--- config.mk ---
export PLATFORM = sky130hd
export DESIGN_NAME = restador_acumulado
export DESIGN_NICKNAME = d
export VERILOG_FILES = /design/src/rtl/restador_acumulado.sv
export SDC_FILE = /design/constraint.sdc
export NUM_CORES = 1
export LEC_CHECK = 0
export CORE_AREA = 4 4 66 68
export DETAILED_ROUTE_END_ITERATION = 16
export DIE_AREA = 0 0 70 72
export PLACE_DENSITY = 0.57
export SYNTH_ARGS = -nofsm -noshare
export SYNTH_HDL_FRONTEND = slang
export SYNTH_SLANG_ARGS = --single-unit
--- constraint.sdc ---
create_clock -name i_clk -period 4.5 [get_ports i_clk]
set_clock_uncertainty 0.2 [all_clocks]
set_input_delay 0.9 -clock i_clk [delete_from_list [all_inputs] [get_ports i_clk]]
set_output_delay 0.9 -clock i_clk [all_outputs]
set_load 0.05 [all_outputs]
--- src/rtl/restador_acumulado.sv ---
// Down-accumulator: loads a value, subtracts a selected operand per valid cycle.
// Define RESTADOR_SATURATE_EN to clamp to 0 on borrow instead of wrapping.
module restador_acumulado #(
   parameter int NB_DATA = 3,
   parameter int NB_CNT  = 8
) (
   input  logic                   i_clk,
   input  logic                   i_rst_n,
   input  logic                   i_load,
   input  logic [2*NB_DATA-1:0]   i_load_data,
   input  logic                   i_valid,
   input  logic [NB_DATA-1:0]     i_data1,
   input  logic [NB_DATA-1:0]     i_data2,
   input  logic [1:0]             i_sel,
   output logic [2*NB_DATA-1:0]   o_data,
   output logic                   o_underflow,
   output logic                   o_zero,
   output logic                   o_busy,
   output logic [NB_CNT-1:0]      o_ops
);

   localparam int NB_V = 2*NB_DATA;

   typedef enum logic [1:0] {
      IDLE = 2'd0,
      RUN  = 2'd1,
      DONE = 2'd2,
      HALT = 2'd3
   } state_t;

   state_t            state_q, state_d;
   logic [NB_V-1:0]   value_q, value_d;
   logic [NB_CNT-1:0] ops_q, ops_d;
   logic              uf_q, uf_d;

   logic [NB_DATA:0]  sub;
   logic [NB_V:0]     diff;
   logic              borrow;
   logic              take;

   always_comb begin
      sub = '0;
      unique case (i_sel)
         2'b00: sub = {1'b0, i_data2};
         2'b01: sub = {1'b0, i_data1} + {1'b0, i_data2};
         2'b10: sub = {1'b0, i_data1};
         2'b11: sub = '0;
         default: sub = '0;
      endcase
   end

   assign diff   = {1'b0, value_q} - {{(NB_V-NB_DATA){1'b0}}, sub};
   assign borrow = diff[NB_V];
   assign take   = (state_q == RUN) && i_valid && (i_sel != 2'b11);

   always_comb begin
      state_d = state_q;
      value_d = value_q;
      ops_d   = ops_q;
      uf_d    = uf_q;
      if (i_load) begin
         state_d = RUN;
         value_d = i_load_data;
         ops_d   = '0;
         uf_d    = 1'b0;
      end else if (take) begin
         ops_d = (ops_q == {NB_CNT{1'b1}}) ? ops_q : ops_q + NB_CNT'(1);
         if (borrow) begin
            state_d = HALT;
            uf_d    = 1'b1;
`ifdef RESTADOR_SATURATE_EN
            value_d = '0;
`else
            value_d = diff[NB_V-1:0];
`endif
         end else begin
            value_d = diff[NB_V-1:0];
            if (diff[NB_V-1:0] == '0) begin
               state_d = DONE;
            end
         end
      end
   end

   always_ff @(posedge i_clk or negedge i_rst_n) begin
      if (!i_rst_n) begin
         state_q <= IDLE;
         value_q <= '0;
         ops_q   <= '0;
         uf_q    <= 1'b0;
      end else begin
         state_q <= state_d;
         value_q <= value_d;
         ops_q   <= ops_d;
         uf_q    <= uf_d;
      end
   end

   assign o_data      = value_q;
   assign o_underflow = uf_q;
   assign o_ops       = ops_q;
   assign o_zero      = (state_q == DONE);
   assign o_busy      = (state_q == RUN);

endmodule

* After elaboration in Yosys (flattened, before gate mapping)
Cells that the tools add are included.
** Storage, ports and cells
- Bits in registers :: 17
- Input bits :: 18
- Word-level logic and storage cells :: 38
** Operators by class
- $add $sub $neg :: 3
- Eq/ne operators :: 8
- Multiplexer cells :: 13
- Reductions and logical operators :: 10
** Operator list (count)
- 8-bit 2-to-1 mux :: 3
- 4-bit one-hot mux with 4 select lines :: 1
- 6-bit 2-to-1 mux :: 2
- 8-bit by 1-bit adder with 8-bit output (second input constant) :: 1
- 8-bit == test (second input constant) :: 1
- 2-bit 2-to-1 mux :: 4
- 6-bit by 4-bit subtractor with 7-bit output :: 1
- 2-bit == test (second input constant) :: 3
- 6-bit logical NOT :: 1
- 2-bit AND reduction :: 3
- 3-bit by 3-bit adder with 4-bit output :: 1
- 2-bit by 1-bit == test with 1-bit output (second input constant) :: 2
- 2-bit != test (second input constant) :: 2
- 2-bit nonzero test :: 2
- 1-bit 2-to-1 mux :: 3
- 3-bit nonzero test :: 1
- 1-bit logical AND :: 2
- 2-bit logical NOT :: 1

* Depth between registers and ports, before layout
- Word-level depth :: 8
- Depth in mapped cells :: 10
- Depth with buffers taken out :: 10

* Worst setup path before layout
Ideal clock, no wire load.
- Path kind :: input to register
- From :: in i_data1[0]
- To :: reg state_q[0]
- Arrival time :: 3.012 ns
- Path slack :: 1.154 ns
- Cell stages on the path :: 9
- Cell sequence :: ha_1 fa_1 xor2_1 a21oi_1 ha_1 and3b_1 or4b_2 nand3_1 a21oi_1
** Between the ends
- Word-level cells in the longest chain between the ends :: 6
- Elaborated cells between the ends (all ways) :: 9
** Ends and longest elaborated chain
- start, declared :: line 12 : input logic [NB_DATA-1:0] i_data1,
- 3-bit by 3-bit adder with 4-bit output :: line 45 : 2'b01: sub = {1'b0, i_data1} + {1'b0, i_data2};
- 4-bit one-hot mux with 4 select lines (*) :: line 43 : unique case (i_sel)
- 6-bit by 4-bit subtractor with 7-bit output (*) :: line 52 : assign diff = {1'b0, value_q} - {{(NB_V-NB_DATA){1'b0}}, sub};
- 6-bit logical NOT / 2-bit 2-to-1 mux (equally long branches) :: line 78, 68
- 3-bit nonzero test (no source line) / 2-bit 2-to-1 mux (equally long branches)
- 2-bit AND reduction (no source line) / 2-bit 2-to-1 mux (equally long branches)
- end signal, assigned :: line 92 : state_q <= state_d;
- end, declared :: line 31 : state_t state_q, state_d;
Every way passes the cells marked *; elsewhere a longest branch is shown, timed or not. The select of a mux whose other input is x is not followed.
A chain may end at the register's enable or synchronous reset.

* Worst setup path after layout
Same ends and word-level chain as after synthesis.

==> impl_metrics.yaml <==
yosys:
  synth_edf_count: 0
  synth_top_family_by_area: "simple AND/OR/NAND/NOR gates"
  synth.cell_area_um2: 1290
  synth_compound_gate_area_share_pct: 18.8
  yosysSeqAreaShare_pct: 33.1
  netlist.area_leader.share_pct: 33.1
  synth_simple_gate_area_share_pct: 25.4
  synthesis.nets: 165
  syn_avg_cell_area_um2: 9.39
  postSynth.topFlopCell: "sky130_fd_sc_hd__dfrtp_1"
  yosys_warnings: 0
  synth_fa_ha_area_share_pct: 10.9
  synth.top_cells.by_area: "sky130_fd_sc_hd__dfrtp_1 33%, sky130_fd_sc_hd__ha_1 7.8%, sky130_fd_sc_hd__mux2i_1 4.7%"
  ys_seq_elements: 17
  async_reset_ff_share_pct: 100
  post_synth_inst_count: 137
  synth_xor_xnor_area_share_pct: 1.36
  synth_area_leader_cell: "sky130_fd_sc_hd__dfrtp_1"
  synth.area.mux_share_pct: 7.30
  synth_cell_type_count: 42
run_status:
  outcome: "completed"
route:
  drt_iter0_markers: 65
  dr_total_vias: 1186
  drt-pass1-iter-count: 4
  wl_per_cell_um: 14.3
  detail_route.vias_per_cell: 5.34
  routed_wl_um: 3170
  post_route_drc_violation_count: 0
  ant_nets: 0
pwr:
  net-switching-power_mw: 0.190
  p_per_area_nw_per_um2: 293
  power.static_leakage_nw: 0.690
  share_comb_of_total_power_pct: 41.7
  power_frac_clock_pct: 22.8
  power.sequential.fraction_pct: 35.5
  power_report.internal_total_mw: 0.313
  power.ir.vdd_worst_v: 0.0000955
  switching_share_pct: 37.7
placement:
  place.gp.congestion: 0.780
  placement.io_buffers: 34
  place_hpwl_um: 2590
clock_network:
  cts_tree: "yes"
  clk_root_buffer_cell: "sky130_fd_sc_hd__clkbuf_8"
  clk-insertion-delay-late_ns: 0.25
  clkSinkCount: 17
  clockBufferDepth: 2
  clk_transition_reported_paths_ns: 0.07
  cts_setup_buffers: 0
  post_cts.resized_instances: 0
  cts-htree-levels: 1
  numCtsBuffers: 3
  cts_hold_buffers: 0
worst_setup_path:
  worst-setup-path-type: "input port to flip-flop"
  start_kind: "input port"
  required_time_of_the_critical_path_ns: 4.43
  endpoint_kind: "flip-flop"
  crit_path_max_fanout: 5
  crit-reg2reg-launch: "o_data[0]$_DFFE_PN0P_"
  cp_data_arrival_time_ns: 3.66
  startpoint: "i_data1[0]"
sta:
  finalHoldViolations: 0
  final.min_clock_period_ns: 3.73
  fmax_mhz: 268
  timing.final.crit_share_pct: 83.0
  worst_pin_slew_ns: 0.806
  finalMaxSlewViolations: 0
  finalSetupTns_ns: 0
  report.final.setup_viol: 0
  hold_ws_ns: 0.310
  grt_setup_unrepaired: "false"
  relSlewSlack_pct: 46.1
global_routing:
  initial_antenna_violation_count: 0
  grt_first_pass_wirelength_um: 5540
  gr-total-overflow: 0
  grt_start_max_net_pins: 23
  first_global_vias: 1185
  grt_use_total_pct: 13.6
floorplanning:
  fp-row-count: 23
  die_area_um2: 5040
  core_region_area_um2: 3860
  pin_count: 35
  die_width_um: 70
  floorplan.initialDensity_pct: 33.4
  die_height_um: 72
run:
  cap_viol_max_count: 0
layout:
  mostFrequentLayoutCell: "sky130_fd_sc_hd__clkdlybuf4s50_1"
  antenna_cells: 0
  mostFrequentLayoutCells: "34 x sky130_fd_sc_hd__clkdlybuf4s50_1, 17 x sky130_fd_sc_hd__dfrtp_1, 12 x sky130_fd_sc_hd__nor2_1"
  finish.net_count: 201
  fillCellCount: 387
  layout-drive-gt1-share_pct: 7.56
  synthToLayoutAreaGrowth_pct: 33.7
min_path:
  hp-class: "flip-flop to flip-flop"
  hold_crit_start: "o_underflow$_DFFE_PN0P_"
## worst max-delay path, stage by stage
cell                              delay (ns)
sky130_fd_sc_hd__clkdlybuf4s50_1        0.43
sky130_fd_sc_hd__ha_1                   0.24
sky130_fd_sc_hd__fa_1                   0.39
sky130_fd_sc_hd__xor2_1                 0.15
sky130_fd_sc_hd__a21oi_1                0.16
sky130_fd_sc_hd__ha_1                   0.30
sky130_fd_sc_hd__and3b_1                0.24
sky130_fd_sc_hd__or4b_2                 0.66
sky130_fd_sc_hd__nand3_1                0.12
sky130_fd_sc_hd__a21oi_1                0.07
## cell families after synthesis
family,Yosys count
AO/OA/AOI/OAI,36
XOR/XNOR,2
adder cells (fa/ha/maj),10
buffers and inverters,9
flip-flops,17
multiplexers,9
AND/OR/NAND/NOR,54
## final timing paths
check                                           to  slack (ns)  cells after the start
setup / recovery            state_q[0]$_DFFE_PN0P_        0.77                     10
min in group asynchronous     o_ops[5]$_DFFE_PN0P_        0.91                      1
hold / removal             o_underflow$_DFFE_PN0P_        0.31                      2
hold reg to reg            o_underflow$_DFFE_PN0P_        0.31                      2
max in group asynchronous     o_ops[2]$_DFFE_PN0P_        2.69                      1
setup reg to reg            state_q[0]$_DFFE_PN0P_        2.20                      8
## stage by stage
stage | setup slack [ns] | instance area [um2] | util [%] | total power, mW | cells
2_1_floorplan | 1.15 | 1290 | - | 0.322 | 137
3_3_place_gp | 0.570 | 1670 | 43.4 | 0.390 | 218
3_5_place_dp | 0.487 | 1670 | 43.4 | 0.394 | 218
4_1_cts | 0.757 | 1720 | 44.6 | 0.511 | 222
5_1_grt | 0.620 | 1720 | 44.6 | 0.541 | 222
6_report | 0.766 | 1720 | 44.6 | 0.503 | 222
## power groups by stage
stage / Clock, mW / Sequential (mW) / Combinational [mW]
4_1_cts: 0.119 / 0.179 / 0.212
5_1_grt: 0.127 / 0.181 / 0.232
3_5_place_dp: 0 / 0.182 / 0.212
6_report: 0.115 / 0.178 / 0.210
3_3_place_gp: 0 / 0.182 / 0.208
2_1_floorplan: 0 / 0.217 / 0.105
## metal layers
metal	track usage (%)	part of all wire, %	vias up
met5	0	0	-
met1	15.0	41	572
li1	-	-	584
met2	25.8	53	25
met4	5.11	1.8	0
met3	2.77	4.1	5
## cells in the mapped netlist, types with 2 or more instances
cell / number
sky130_fd_sc_hd__or4_1: 3
sky130_fd_sc_hd__a21o_1: 3
sky130_fd_sc_hd__mux2i_1: 6
sky130_fd_sc_hd__a211oi_1: 2
sky130_fd_sc_hd__dfrtp_1: 17
sky130_fd_sc_hd__a21oi_1: 11
sky130_fd_sc_hd__nand3_1: 7
sky130_fd_sc_hd__or3_1: 2
sky130_fd_sc_hd__o21ai_0: 8
sky130_fd_sc_hd__nor4b_1: 2
sky130_fd_sc_hd__xor2_1: 2
sky130_fd_sc_hd__mux2_2: 2
sky130_fd_sc_hd__nor2b_1: 7
sky130_fd_sc_hd__nor2_1: 12
sky130_fd_sc_hd__inv_1: 5
sky130_fd_sc_hd__clkbuf_1: 3
sky130_fd_sc_hd__nand4_1: 2
sky130_fd_sc_hd__fa_1: 2
sky130_fd_sc_hd__nand2_1: 9
sky130_fd_sc_hd__a31oi_1: 3
sky130_fd_sc_hd__ha_1: 8
## registers in the layout, summed over array words and instances, names as in the netlist
| register | flops |
|---|---|
| o_underflow | 1 |
| state_q | 2 |
| o_data | 6 |
| o_ops | 8 |
## cell type report
type,count,area [um2],share of cell area [%]
Inverter,5,18.8,1.09
Tap cell,50,62.6,3.64
Multi-Input combinational cell,111,820,47.7
Sequential cell,17,425,24.7
Clock buffer,4,45.0,2.62
Timing Repair Buffer,35,348,20.2
(Power assumes the default switching activity.)
